$ cat src/rtl/aes_round_ctrl_if.sv
// aes_round_ctrl_if: block handshake, key-schedule and round-datapath signals of the AES round sequencer.
interface aes_round_ctrl_if;
    logic         flush_i;
    logic         in_valid_i;
    logic         in_ready_o;
    logic [127:0] in_block_i;
    logic [3:0]   rk_idx_o;
    logic [127:0] rk_i;
    logic [127:0] rnd_state_o;
    logic         mix_en_o;
    logic [127:0] rnd_result_i;
    logic         out_valid_o;
    logic         out_ready_i;
    logic [127:0] out_block_o;
    logic         busy_o;
    modport master (
        input  flush_i, in_valid_i, in_block_i, rk_i, rnd_result_i, out_ready_i,
        output in_ready_o, rk_idx_o, rnd_state_o, mix_en_o, out_valid_o, out_block_o, busy_o
    );
    modport slave (
        output flush_i, in_valid_i, in_block_i, rk_i, rnd_result_i, out_ready_i,
        input  in_ready_o, rk_idx_o, rnd_state_o, mix_en_o, out_valid_o, out_block_o, busy_o
    );
endinterface

$ cat src/rtl/aes_round_ctrl.sv
// aes_round_ctrl: iterative AES round sequencer; initial AddRoundKey on accept, then NR external rounds.
module aes_round_ctrl #(
    parameter int NR = 14
) (
    input logic             clk,
    input logic             rst_n,
    aes_round_ctrl_if.master bus
);
    typedef enum logic [1:0] {IDLE, ROUND, DONE} state_t;
    state_t       state, state_nx;
    logic [127:0] state_reg, state_reg_nx;
    logic [3:0]   round, round_nx;

    always_ff @(posedge clk or negedge rst_n) begin
        if (!rst_n) begin
            state     <= IDLE;
            state_reg <= '0;
            round     <= '0;
        end else begin
            state     <= state_nx;
            state_reg <= state_reg_nx;
            round     <= round_nx;
        end
    end

    // flush wins over every transition, including an accept in IDLE
    always_comb begin
        state_nx     = state;
        state_reg_nx = state_reg;
        round_nx     = round;
        if (bus.flush_i) begin
            state_nx     = IDLE;
            state_reg_nx = '0;
            round_nx     = '0;
        end else begin
            case (state)
                IDLE: if (bus.in_valid_i) begin
                    state_reg_nx = bus.in_block_i ^ bus.rk_i;
                    round_nx     = 4'd1;
                    state_nx     = ROUND;
                end
                ROUND: begin
                    state_reg_nx = bus.rnd_result_i;
                    if (round == 4'(NR)) state_nx = DONE;
                    else round_nx = round + 4'd1;
                end
                DONE: if (bus.out_ready_i) begin
                    state_nx = IDLE;
                    round_nx = '0;
                end
                default: state_nx = IDLE;
            endcase
        end
    end

    assign bus.in_ready_o  = state == IDLE;
    assign bus.busy_o      = state != IDLE;
    assign bus.out_valid_o = state == DONE;
    assign bus.rk_idx_o    = state == ROUND ? round : 4'd0;
    assign bus.mix_en_o    = state == ROUND && round != 4'(NR);
    assign bus.rnd_state_o = state_reg;
    assign bus.out_block_o = state_reg;
endmodule

$ cat src/flat_wrapper.sv
// flat-port wrapper written by rule: the top's interface ports become plain ports
module aes_round_ctrl_flat 
#(
    parameter int NR = 14
)
  (clk, rst_n, bus_flush_i, bus_in_valid_i, bus_in_block_i, bus_rk_i, bus_rnd_result_i, bus_out_ready_i, bus_in_ready_o, bus_rk_idx_o, bus_rnd_state_o, bus_mix_en_o, bus_out_valid_o, bus_out_block_o, bus_busy_o);
  aes_round_ctrl_if bus_i ();
  input logic clk;
  input logic rst_n;
  input wire logic [$bits(bus_i.flush_i)-1:0] bus_flush_i;
  input wire logic [$bits(bus_i.in_valid_i)-1:0] bus_in_valid_i;
  input wire logic [$bits(bus_i.in_block_i)-1:0] bus_in_block_i;
  input wire logic [$bits(bus_i.rk_i)-1:0] bus_rk_i;
  input wire logic [$bits(bus_i.rnd_result_i)-1:0] bus_rnd_result_i;
  input wire logic [$bits(bus_i.out_ready_i)-1:0] bus_out_ready_i;
  output wire logic [$bits(bus_i.in_ready_o)-1:0] bus_in_ready_o;
  output wire logic [$bits(bus_i.rk_idx_o)-1:0] bus_rk_idx_o;
  output wire logic [$bits(bus_i.rnd_state_o)-1:0] bus_rnd_state_o;
  output wire logic [$bits(bus_i.mix_en_o)-1:0] bus_mix_en_o;
  output wire logic [$bits(bus_i.out_valid_o)-1:0] bus_out_valid_o;
  output wire logic [$bits(bus_i.out_block_o)-1:0] bus_out_block_o;
  output wire logic [$bits(bus_i.busy_o)-1:0] bus_busy_o;
  assign bus_i.flush_i = bus_flush_i;
  assign bus_i.in_valid_i = bus_in_valid_i;
  assign bus_i.in_block_i = bus_in_block_i;
  assign bus_i.rk_i = bus_rk_i;
  assign bus_i.rnd_result_i = bus_rnd_result_i;
  assign bus_i.out_ready_i = bus_out_ready_i;
  assign bus_in_ready_o = bus_i.in_ready_o;
  assign bus_rk_idx_o = bus_i.rk_idx_o;
  assign bus_rnd_state_o = bus_i.rnd_state_o;
  assign bus_mix_en_o = bus_i.mix_en_o;
  assign bus_out_valid_o = bus_i.out_valid_o;
  assign bus_out_block_o = bus_i.out_block_o;
  assign bus_busy_o = bus_i.busy_o;
  aes_round_ctrl #(.NR(NR)) u_core (.clk(clk), .rst_n(rst_n), .bus(bus_i));
endmodule
$ cat config.mk
export PLATFORM = sky130hd
export DESIGN_NAME = aes_round_ctrl_flat
export DESIGN_NICKNAME = d
export VERILOG_FILES = /design/src/rtl/aes_round_ctrl_if.sv /design/src/rtl/aes_round_ctrl.sv /design/src/flat_wrapper.sv
export SDC_FILE = /design/constraint.sdc
export NUM_CORES = 1
export LEC_CHECK = 0
export ABC_AREA = 1
export BUFFER_PORTS_ARGS = -buffer_cell sky130_fd_sc_hd__buf_2
export CAP_MARGIN = 0
export CORE_AREA = 2 2 256 258
export CTS_CLUSTER_DIAMETER = 100
export DETAILED_ROUTE_END_ITERATION = 7
export DIE_AREA = 0 0 258 260
export GPL_ROUTABILITY_DRIVEN = 1
export GPL_TIMING_DRIVEN = 0
export PLACE_DENSITY = 0.42
export SETUP_SLACK_MARGIN = 0.4
export SLEW_MARGIN = 5
export SYNTH_ARGS = -nofsm -noshare
export SYNTH_HDL_FRONTEND = slang
export SYNTH_SLANG_ARGS = --single-unit
$ cat constraint.sdc
create_clock -name clk -period 5 [get_ports clk]
set_clock_uncertainty 0.2 [all_clocks]
set_input_delay 1 -clock clk [delete_from_list [all_inputs] [get_ports clk]]
set_output_delay 1 -clock clk [all_outputs]
set_load 0.05 [all_outputs]
# Yosys cells after proc, flatten, opt, wreduce, memory -nomap -nowiden
# Cells that the tools add are included.
# word_totals
elab_cells	35
ff_bits	134
in_bits	389
# op_classes
bitwise	1
n_addsub	1
n_reduce_logical	8
n_eq_ne	8
mux	14
# ops
operator	n
$mux W128	2
$pmux W128 S2	1
$xor A128 B128 Y128	1
$mux W4	5
$pmux W4 S3	1
$ne A3 B3 Y1 const B	3
$mux W2	4
$pmux W2 S3	1
$add A4 B1 Y4 const B	1
$eq A4 B4 Y1 const B	1
$ne A4 B4 Y1 const B	1
$reduce_and A4 Y1	1
$reduce_bool A4 Y1	1
$ne A3 B2 Y1 const B	1
$reduce_and A3 Y1	1
$reduce_bool A3 Y1	1
$eq A2 B1 Y1 const B	1
$eq A2 B2 Y1 const B	1
$logic_not A2 Y1	1
$reduce_and A2 Y1	1
$reduce_bool A2 Y1	1
$logic_and A1 B1 Y1	1

# Depth between registers and ports, before layout
# Gate-level depths: netlist of run 1.
# depth
depth_word	4
ltp_mapped	10
depth_no_buf	9

# Worst setup path before layout of run 1
# Ideal clock, no wire load.
# synth_path
path_type	flip-flop to output port
start	reg u_core.state[1]
end	out bus_mix_en_o
t_required_ns	3.800
stages_incl_launch_ff	8
arrival_ns	1.466
n_path_buf	3
setup_slack_ns	2.334
path_cell_list	dfrtp_1 > inv_1 > ha_1 > buf_4 > buf_2 > buf_2 > nand2_1 > inv_1
# synth_between
elab_chain_len	2
# synth_lines
element	line_no	rtl
from (decl)	aes_round_ctrl.sv:10	state_t state, state_nx;
from (signal assigned)	aes_round_ctrl.sv:20	state <= state_nx;
$eq A2 B1 Y1	aes_round_ctrl.sv:60	assign bus.mix_en_o = state == ROUND && round != 4'(NR);
$logic_and A1 B1 Y1	aes_round_ctrl.sv:60	
to (decl)	flat_wrapper.sv:19	output wire logic [$bits(bus_i.mix_en_o)-1:0] bus_mix_en_o;
# Every way passes these cells.

# Worst setup path after layout of run 1
# Same ends and word-level chain as after synthesis.

==> results of run 1 <==
-- placed cells by master, fill, tap and decap left out --
cell and count:
clkinv_4 3, nor2_1 8, clkbuf_1 6, ha_1 7, or2_1 1, o21ai_1 120
nand4_1 2, nand2_1 148, nor2_2 1, inv_6 1, nand3b_1 1, buf_6 11
a22oi_1 128, buf_2 675, inv_1 15, clkbuf_16 17, clkinv_2 5, dfrtp_1 134
o22ai_1 1, clkinvlp_4 1, clkbuf_8 2, a21oi_1 129, buf_4 146, diode_2 4
buf_16 1, bufinv_16 2, o21ai_0 13, or2_2 129, nand3_1 7
-- power groups by stage --
stage | Combinational, uW | Clock, uW | Sequential, uW
global placement | 5330 | 0 | 1790
detailed placement | 5350 | 0 | 1800
floorplan | 2770 | 0 | 2820
finish | 5270 | 1290 | 1780
global route | 5600 | 1400 | 1830
CTS | 5350 | 1360 | 1790
-- critical path: cells and delay by family, from the launching register on --
kind                       cells  cell delay (ns)
buffers and inverters          6             1.37
DFF                            1             0.38
adders and majority gates      1             0.17
and+or+nand+nor                1             0.12
-- logic make-up after synthesis --
| kind of cell | Yosys count |
|---|---|
| AO/OA/AOI/OAI | 391 |
| AND/OR/NAND/NOR | 297 |
| buffers and inverters | 200 |
| flip-flops | 134 |
| adder cells (fa/ha/maj) | 7 |
-- area by class of cell --
| cell class | instances | share of cell area [%] |
|---|---|---|
| multi-input cells | 695 | 28.2 |
| flip-flops and latches | 134 | 24.8 |
| repair buffers | 653 | 24.3 |
| plain buffers | 185 | 9.95 |
| well taps | 855 | 7.90 |
| clock buffers | 20 | 3.37 |
| clock inverters | 12 | 0.942 |
| inverters | 15 | 0.416 |
| diodes | 4 | 0.0739 |
-- stage by stage --
step | instance area, um^2 | power, uW | hold slack (ns) | utilization [%] | setup WS, ns
floorplan | 8580 | 5590 | 0.313 | - | 2.33
global placement | 12900 | 7120 | 0.308 | 20.1 | 0.643
detailed placement | 12900 | 7140 | 0.308 | 20.2 | 1.57
CTS | 13500 | 8500 | 0.312 | 21.1 | 1.02
global route | 13500 | 8830 | 0.338 | 21.1 | 1.01
finish | 13500 | 8340 | 0.314 | 21.1 | 1.28
-- per-layer routing --
layer | routed length [um] | up-vias
met1 | 17200 | 4628
met2 | 21800 | 424
li1 | - | 4815
met5 | 25 | -
met4 | 728 | 4
met3 | 2640 | 48
-- how the worst max path moves through the flow --
stage | startpoint | end | slack, ns | depth (start not counted)
floorplan | u_core.state[1]$_DFFE_PN0P_ | bus_mix_en_o | 2.33 | 7
global placement | rst_n | u_core.bus.out_block_o[115]$_DFFE_PN0P_ | 0.64 | 1
detailed placement | u_core.state[1]$_DFFE_PN0P_ | bus_mix_en_o | 1.57 | 8
CTS | u_core.state[1]$_DFFE_PN0P_ | bus_mix_en_o | 1.02 | 8
global route | u_core.state[1]$_DFFE_PN0P_ | bus_mix_en_o | 1.01 | 8
finish | u_core.state[1]$_DFFE_PN0P_ | bus_mix_en_o | 1.28 | 8
==> impl_metrics.json, run 1 <==
{
  "status": "finished, final reports clean",
  "required_ns": 3.80,
  "first_iter_violations": 438,
  "cap_violations": 0,
  "worst_pin_slew_ns": 0.945,
  "cts_tree": "yes",
  "wl_mm": 42.4,
  "powerDensity_mw_per_mm2": 616,
  "dr.pass1.iters": 5,
  "synthesis.area_mm2": 0.00858,
  "synth_fp_nets": 1425,
  "tns_ns": 0,
  "crit_slowest_cell": "dfrtp_1",
  "nets": 2097,
  "finalSetupViolCount": 0,
  "grt_pass1_wl_mm": 60.6,
  "ys_seq_area_share_pct": 39.1,
  "reg2regPathDepth": 7,
  "avgViaCountPerCell": 3.86,
  "io_buffers": 652,
  "finalNonFillerCells": 2573,
  "synth_seq_cells": 134,
  "final_max_slew_viol_count": 0,
  "worst_setup_path_end_kind": "primary output",
  "synthCells": 1029,
  "detailed_place_hpwl_mm": 34.8,
  "critPathKind": "flip-flop to primary output",
  "synth_ff_type": "dfrtp_1",
  "clkLatencyLatePin_ns": 0.46,
  "async_flop_share_pct": 100,
  "synth_top_area_cell": "dfrtp_1",
  "synthTopCellsByArea": "dfrtp_1 (39%), buf_4 (13%), a22oi_1 (11%), or2_2 (9.4%), a21oi_1 (7.5%)",
  "gp_congestion": 0.826,
  "synth-compound-area-share_pct": 26.5,
  "grt_max_degree": 70,
  "rsz0062_at_grt": "false",
  "ys_top_cells_by_count": "nand2_1 (148), buf_4 (146), dfrtp_1 (134), a21oi_1 (129), or2_2 (129)",
  "yosysMostFrequentCell": "nand2_1",
  "hold_class": "input pin to asynchronous set/reset pin",
  "clockBufferDepth": 2,
  "r2r-start": "u_core.state[1]$_DFFE_PN0P_",
  "drcViolationCount": 0,
  "path_common_cell": "buf_2",
  "post_cts_resized": 0,
  "ir_drop_mv": 0.271,
  "cp_max_fo": 10,
  "rows": 93,
  "grt_busiest_layer": "met2",
  "wire_per_inst_um": 16.5,
  "fp.dieArea_mm2": 0.0671,
  "core-area_mm2": 0.0641,
  "yosysUniqueCellTypes": 20,
  "grt.overflow.total": 0,
  "chipWidth_um": 258,
  "largest_reg_flops": 128,
  "yosys.area_share.xor_xnor_pct": 0,
  "pwr-share-seq_pct": 21.3,
  "hold_viol": 0,
  "met2_usage_pct": 22.1,
  "post_cts_buffers": 0,
  "placed_cells": 2537,
  "leakagePower_uw": 0.00722,
  "cts_sinks": 134,
  "r2r-end": "u_core.bus.out_block_o[15]$_DFFE_PN0P_",
  "intPower_uw": 3640,
  "num_vias": 9919,
  "arrival_ns": 2.52,
  "drive_gt1_share_pct": 58.0,
  "syn_avg_cell_area_um2": 8.34,
  "grt_use_met3_pct": 2.85,
  "ys_warn_count": 0,
  "synth_fa_ha_area_share_pct": 1.02,
  "drt.antenna.violating_nets": 0,
  "postCtsHoldBufs": 0,
  "htreeDepth": 4,
  "clkPwrFrac_pct": 15.5,
  "fin_crit_sh_pct": 74.4,
  "multiInputGateArea_mm2": 0.00383,
  "crit_chain": "inv_1 > ha_1 > buf_4 > buf_2 > buf_2 > nand2_1 > inv_1 > buf_2",
  "initial_core_util_pct": 13.4,
  "grt_pass1_vias": 9946,
  "pwr-share-comb_pct": 63.2,
  "grt_use_met1_pct": 13.7,
  "antenna_found_initial": 7,
  "cpPeakStageDelay_ns": 0.38,
  "finalCriticalPeriod_ns": 3.72,
  "cts_made_buffers": 17,
  "fmax_mhz": 269,
  "power.share.switching_pct": 56.4,
  "yosys.area_share.simple_pct": 17.0,
  "clk_pin_slew_worst_paths_ns": 0.06,
  "synth_edf_count": 0,
  "synth_top_area_share_pct": 39.1,
  "ios": 653,
  "grt_usage_pct": 12.0,
  "synth_top_family_by_area": "compound AO/OA/AOI/OAI gates",
  "relSlewSlack_pct": 37.0,
  "synthMuxAreaShare_pct": 0,
  "root_buffer": "clkbuf_16",
  "seqCellArea_mm2": 0.00335,
  "cp-start-kind": "flip-flop",
  "nFillCells": 7244,
  "reg2reg_slack_ns": 2.39,
  "switching_power_uw": 4700,
  "die_h_um": 260,
  "areaGrowthSynthToFinish_pct": 57.8
}
Note: power is estimated with default switching activity, not from simulation.
==> run 2, diff against run 1 <==
--- a/config.mk
+++ b/config.mk
@@ -8,13 +8,13 @@
 export ABC_AREA = 1
 export BUFFER_PORTS_ARGS = -buffer_cell sky130_fd_sc_hd__buf_2
 export CAP_MARGIN = 0
-export CORE_AREA = 2 2 256 258
+export CORE_AREA = 2 2 255 257
 export CTS_CLUSTER_DIAMETER = 100
 export DETAILED_ROUTE_END_ITERATION = 7
-export DIE_AREA = 0 0 258 260
+export DIE_AREA = 0 0 257 259
 export GPL_ROUTABILITY_DRIVEN = 1
 export GPL_TIMING_DRIVEN = 0
-export PLACE_DENSITY = 0.42
+export PLACE_DENSITY = 0.44
 export SETUP_SLACK_MARGIN = 0.4
 export SLEW_MARGIN = 5
 export SYNTH_ARGS = -nofsm -noshare
==> constraint.sdc (replaced) <==
create_clock -name clk -period 3.1 [get_ports clk]
set_clock_uncertainty 0.2 [all_clocks]
set_input_delay 0.62 -clock clk [delete_from_list [all_inputs] [get_ports clk]]
set_output_delay 0.62 -clock clk [all_outputs]
set_load 0.05 [all_outputs]
==> run 2 against run 1 <==
  * Register-to-register slack got worse by 1.8 ns
  * Critical endpoint unchanged
  * Routed wire length rose by 5.8%
  * Largest cell class unchanged
  * Clock-buffer cell count fell by 2
  * Final cell count rose by 0.12%
  * Global-route usage rose by 0.91 points
  * Clock power rose by 63%
  * Non-clock buffer count rose by 5
  * Worst setup slack got worse by 0.76 ns
  * Utilization rose by 0.20 points
  * Power rose by 63%
  * Highest routed layer unchanged
  * Sequential share of layout area fell by 0.14 points
==> impl_metrics.json, run 2 (synthesis gave the netlist of run 1 again) <==
{
  "rsz0062_at_grt": "false",
  "die_h_um": 259,
  "dr.pass1.iters": 4,
  "gp_congestion": 0.925,
  "finalCriticalPeriod_ns": 2.58,
  "ios": 653,
  "largest_reg_flops": 128,
  "relSlewSlack_pct": 50.3,
  "grt_max_degree": 74,
  "antenna_found_initial": 11,
  "rows": 93,
  "final_common_cell": "buf_2",
  "finalNonFillerCells": 2576,
  "nFillCells": 7206,
  "grt_usage_pct": 13.0,
  "hold_class": "input pin to flip-flop",
  "status": "finished, final reports clean",
  "clkLatencyLatePin_ns": 0.46,
  "clkPwrFrac_pct": 15.5,
  "drcViolationCount": 0,
  "fin_crit_sh_pct": 83.3,
  "cp-start-kind": "flip-flop",
  "intPower_uw": 5910,
  "fin_ws_ns": 0.519,
  "pwr-share-comb_pct": 63.5,
  "pwr-share-seq_pct": 21.1,
  "grt_pass1_wl_mm": 64.2,
  "num_vias": 9981,
  "chipWidth_um": 257,
  "core-area_mm2": 0.0639,
  "worstHoldPathCells": 3,
  "cts_sinks": 134,
  "grt_pass1_vias": 10000,
  "detailed_place_hpwl_mm": 36.7,
  "finalSetupViolCount": 0,
  "avgViaCountPerCell": 3.87,
  "cap_violations": 0,
  "worst_pin_slew_ns": 0.745,
  "drive_gt1_share_pct": 58.2,
  "wire_per_inst_um": 17.4,
  "cp_max_fo": 10,
  "placed_cells": 2537,
  "ir_drop_mv": 0.376,
  "clockBufferDepth": 2,
  "critPathKind": "flip-flop to primary output",
  "htreeDepth": 4,
  "nets": 2102,
  "required_ns": 2.28,
  "areaGrowthSynthToFinish_pct": 58.7,
  "hold_viol": 0,
  "io_buffers": 652,
  "initial_core_util_pct": 13.4,
  "clk_pin_slew_worst_paths_ns": 0.07,
  "final_cell_mix": "buf_2 (672), buf_4 (149), nand2_1 (148), dfrtp_1 (134)",
  "switching_power_uw": 7700,
  "power.share.switching_pct": 56.6,
  "fmax_mhz": 387,
  "final_max_slew_viol_count": 0,
  "fp.dieArea_mm2": 0.0666,
  "leakagePower_uw": 0.00725,
  "wl_mm": 44.9,
  "arrival_ns": 1.76,
  "reg2regPathDepth": 9,
  "cts_made_buffers": 17,
  "cts_tree": "yes",
  "grt.overflow.total": 0,
  "root_buffer": "clkbuf_16",
  "post-place-ws_ns": 0.160,
  "worst_setup_path_end_kind": "primary output",
  "powerDensity_mw_per_mm2": 999,
  "first_iter_violations": 487,
  "drt.antenna.violating_nets": 0
}
==> run 2: critical path: stages, from the launching register on <==
cell     delay [ns]
dfrtp_1        0.40
ha_1           0.21
buf_6          0.14
buf_12         0.13
buf_8          0.14
nand2_1        0.08
inv_1          0.05
buf_6          0.15
==> run 2: per-stage QoR <==
| step | power, uW | setup TNS (ns) | utilization, % | area, um^2 | hold WS [ns] |
|---|---|---|---|---|---|
| after global placement | 11500 | -121.82 | 20.2 | 12900 | 0.298 |
| after floorplan | 9020 | 0 | - | 8580 | 0.124 |
| after global routing | 14400 | 0 | 21.3 | 13600 | 0.229 |
| final | 13600 | 0 | 21.3 | 13600 | 0.244 |
| after detailed placement | 11600 | 0 | 20.3 | 12900 | 0.306 |
| after CTS | 13900 | 0 | 21.3 | 13600 | 0.191 |
==> run 2: power by group through the flow <==
stage          Combinational, uW  Sequential (uW)  Clock, uW
6_report                    8640             2870       2100
5_1_grt                     9150             2950       2270
4_1_cts                     8760             2880       2210
3_5_place_dp                8650             2900          0
3_3_place_gp                8630             2890          0
2_1_floorplan               4460             4560          0
==> run 2: final cells by class <==
class	instances	area, um^2	area share (%)
well taps	855	1070	7.85
flip-flops and latches	134	3350	24.6
inverters	15	56.3	0.413
diodes	2	5.00	0.0367
clock inverters	14	150	1.10
clock buffers	18	439	3.22
multi-input cells	695	3830	28.1
repair buffers	658	3340	24.5
plain buffers	185	1380	10.1
==> run 2: per-layer routing <==
metal	global-route usage [%]	vias up	routed length, um
met1	14.9	4685	18200
li1	-	4816	-
met3	3.50	57	3050
met4	4.68	16	1020
met2	23.0	407	22500
met5	0	-	107
==> run 2: timing repair <==
item	CTS	global route
resized for setup	11	3
endpoints found under the setup margin	1	2
hold buffers	1	0
gates cloned	0	0
setup buffers	4	0
hold endpoints to repair	61	0
pin swaps	0	0
==> run 2: path summary, 6_finish.rpt <==
kind                                                           end                                     from  slack, ns
min                         u_core.bus.out_block_o[60]$_DFFE_PN0P_                     bus_rnd_result_i[60]       0.24
max reg2reg                 u_core.bus.out_block_o[49]$_DFFE_PN0P_              u_core.state[1]$_DFFE_PN0P_       0.58
min in group asynchronous   u_core.bus.out_block_o[63]$_DFFE_PN0P_                                    rst_n       0.48
max                                                   bus_mix_en_o              u_core.state[0]$_DFFE_PN0P_       0.52
max in group asynchronous    u_core.bus.out_block_o[4]$_DFFE_PN0P_                                    rst_n       1.37
min reg2reg                u_core.bus.out_block_o[118]$_DFFE_PN0P_  u_core.bus.out_block_o[118]$_DFFE_PN0P_       0.32
==> run 3, diff against run 2 <==
==> constraint.sdc (replaced) <==
create_clock -name clk -period 2.1 [get_ports clk]
set_clock_uncertainty 0.2 [all_clocks]
set_input_delay 0.42 -clock clk [delete_from_list [all_inputs] [get_ports clk]]
set_output_delay 0.42 -clock clk [all_outputs]
set_load 0.05 [all_outputs]
==> run 3 against run 2 <==
  * The flow now finishes with violations (setup timing)
  * Design area up 29%
  * Flip-flop and latch count unchanged
  * Worst setup slack worse by 0.77 ns
  * Non-clock buffer count increased by 85
  * Global-route usage increased by 0.56 points
  * First-iteration DRC count down 18%
  * Critical path type unchanged
  * Critical endpoint unchanged
==> impl_metrics.json, run 3 (synthesis gave the netlist of run 1 again) <==
{
  "status": "complete, but fails checks",
  "worst_setup_path_end_kind": "primary output",
  "critPathKind": "flip-flop to primary output",
  "hold_ws_ns": 0.0458,
  "leakagePower_uw": 0.00845,
  "ir_drop_mv": 0.617,
  "io_buffers": 652,
  "fmax_mhz": 426,
  "grt_pass1_wl_mm": 66.2,
  "powerDensity_mw_per_mm2": 1400,
  "cts_tree": "yes",
  "wire_per_inst_um": 18.4,
  "total_power_uw": 24700,
  "postPlaceCellArea_mm2": 0.0131,
  "num_vias": 10600,
  "detailed_place_hpwl_mm": 36.0,
  "nFillCells": 6884,
  "post-place-ws_ns": -0.530,
  "finalSetupViolCount": 130,
  "post-route-cell-area_mm2": 0.0176,
  "worst_pin_slew_ns": 0.673,
  "required_ns": 1.48,
  "core-area_mm2": 0.0639,
  "areaGrowthSynthToFinish_pct": 105,
  "cp-start-kind": "flip-flop",
  "hold_class": "input pin to flip-flop",
  "drt.antenna.violating_nets": 0,
  "grt_pass1_vias": 10200,
  "largest_reg_flops": 128,
  "final_max_slew_viol_count": 0,
  "clk_pin_slew_worst_paths_ns": 0.06,
  "grt.overflow.total": 0,
  "finalCriticalPeriod_ns": 2.35,
  "grt_max_degree": 74,
  "gp_congestion": 0.923,
  "initial_core_util_pct": 13.4,
  "rsz0062_at_grt": "true",
  "first_iter_violations": 397,
  "chipWidth_um": 257,
  "final_cell_mix": "buf_2 (581), nand2_1 (136), or2_2 (129), dfrtp_1 (119), buf_6 (104)",
  "hold_viol": 0,
  "cts_sinks": 134,
  "cts_made_buffers": 17,
  "finalNonFillerCells": 2659,
  "drive_gt1_share_pct": 74.8,
  "fin_ws_ns": -0.249,
  "dr.pass1.iters": 4,
  "wl_mm": 49.0,
  "die_h_um": 259,
  "cap_violations": 0,
  "grt_usage_pct": 13.5,
  "avgViaCountPerCell": 3.98,
  "clkLatencyLatePin_ns": 0.46,
  "drcViolationCount": 0,
  "cp_max_fo": 3,
  "htreeDepth": 4,
  "ios": 653,
  "root_buffer": "clkbuf_16",
  "final_common_cell": "buf_2",
  "clockBufferDepth": 2,
  "multiInputGateArea_mm2": 0.00513,
  "arrival_ns": 1.73,
  "relSlewSlack_pct": 55.1,
  "placed_cells": 2537,
  "fp.dieArea_mm2": 0.0666,
  "antenna_found_initial": 4,
  "rows": 93,
  "violations": "setup timing",
  "fin_crit_sh_pct": 112,
  "seqCellArea_mm2": 0.00337,
  "nets": 2187
}
[run 3: where the power goes]
part           total, uW  leakage [uW]  switching [uW]  internal (uW)
logic              17400       0.00647           10500           6910
registers           4340       0.00172             943           3400
clock network       2960      0.000259            1240           1720
[run 3: what timing repair did]
action / 4_1_cts / 5_1_grt
buffers inserted: 36 / 29
cloned: 13 / 9
hold buffers: 3 / 0
gates resized for setup: 229 / 558
hold endpoints to repair: 63 / 0
endpoints found under the setup margin: 396 / 424
pin swaps: 29 / 114
[run 3: cell type report]
type | count | area share, %
inverters | 15 | 0.462
multi-input cells | 695 | 29.1
flip-flops and latches | 134 | 19.1
clock buffers | 21 | 2.50
diodes | 2 | 0.0284
well taps | 855 | 6.07
clock inverters | 9 | 0.604
repair buffers | 743 | 30.7
plain buffers | 185 | 11.4
[run 3: metrics by stage]
stage	TNS, ns	utilization (%)
2_1_floorplan	0	-
3_3_place_gp	-253.62	20.4
3_5_place_dp	-28.49	20.5
4_1_cts	-2.36	23.9
5_1_grt	-21.53	27.6
6_report	-10.83	27.6
[run 3: worst paths after layout]
path	depth (start not counted)	slack (ns)	to	startpoint
setup / recovery	8	-0.25	bus_mix_en_o	u_core.state[1]$_DFFE_PN0P_
hold / removal	3	0.05	u_core.bus.out_block_o[102]$_DFFE_PN0P_	bus_rnd_result_i[102]
setup reg to reg	13	-0.17	u_core.bus.out_block_o[116]$_DFFE_PN0P_	u_core.state[1]$_DFFE_PN0P_
hold reg to reg	2	0.31	u_core.bus.out_block_o[93]$_DFFE_PN0P_	u_core.bus.out_block_o[93]$_DFFE_PN0P_
max in group asynchronous	3	0.50	u_core.bus.out_block_o[125]$_DFFE_PN0P_	rst_n
min in group asynchronous	2	0.30	u_core.bus.out_block_o[83]$_DFFE_PN0P_	rst_n
[run 3: critical path: stages (launching register included)]
cell	delay [ns]
dfrtp_1	0.38
inv_2	0.07
ha_4	0.16
buf_8	0.12
buf_12	0.11
buf_12	0.12
nand2_4	0.06
clkinvlp_4	0.09
buf_8	0.15
[run 3: layer usage]
| metal | part of all wire, % | track usage (%) |
|---|---|---|
| met2 | 51 | 23.7 |
| met1 | 41 | 16.0 |
| met3 | 5.5 | 3.02 |
| met4 | 2.4 | 5.14 |
| met5 | 0.055 | 0 |
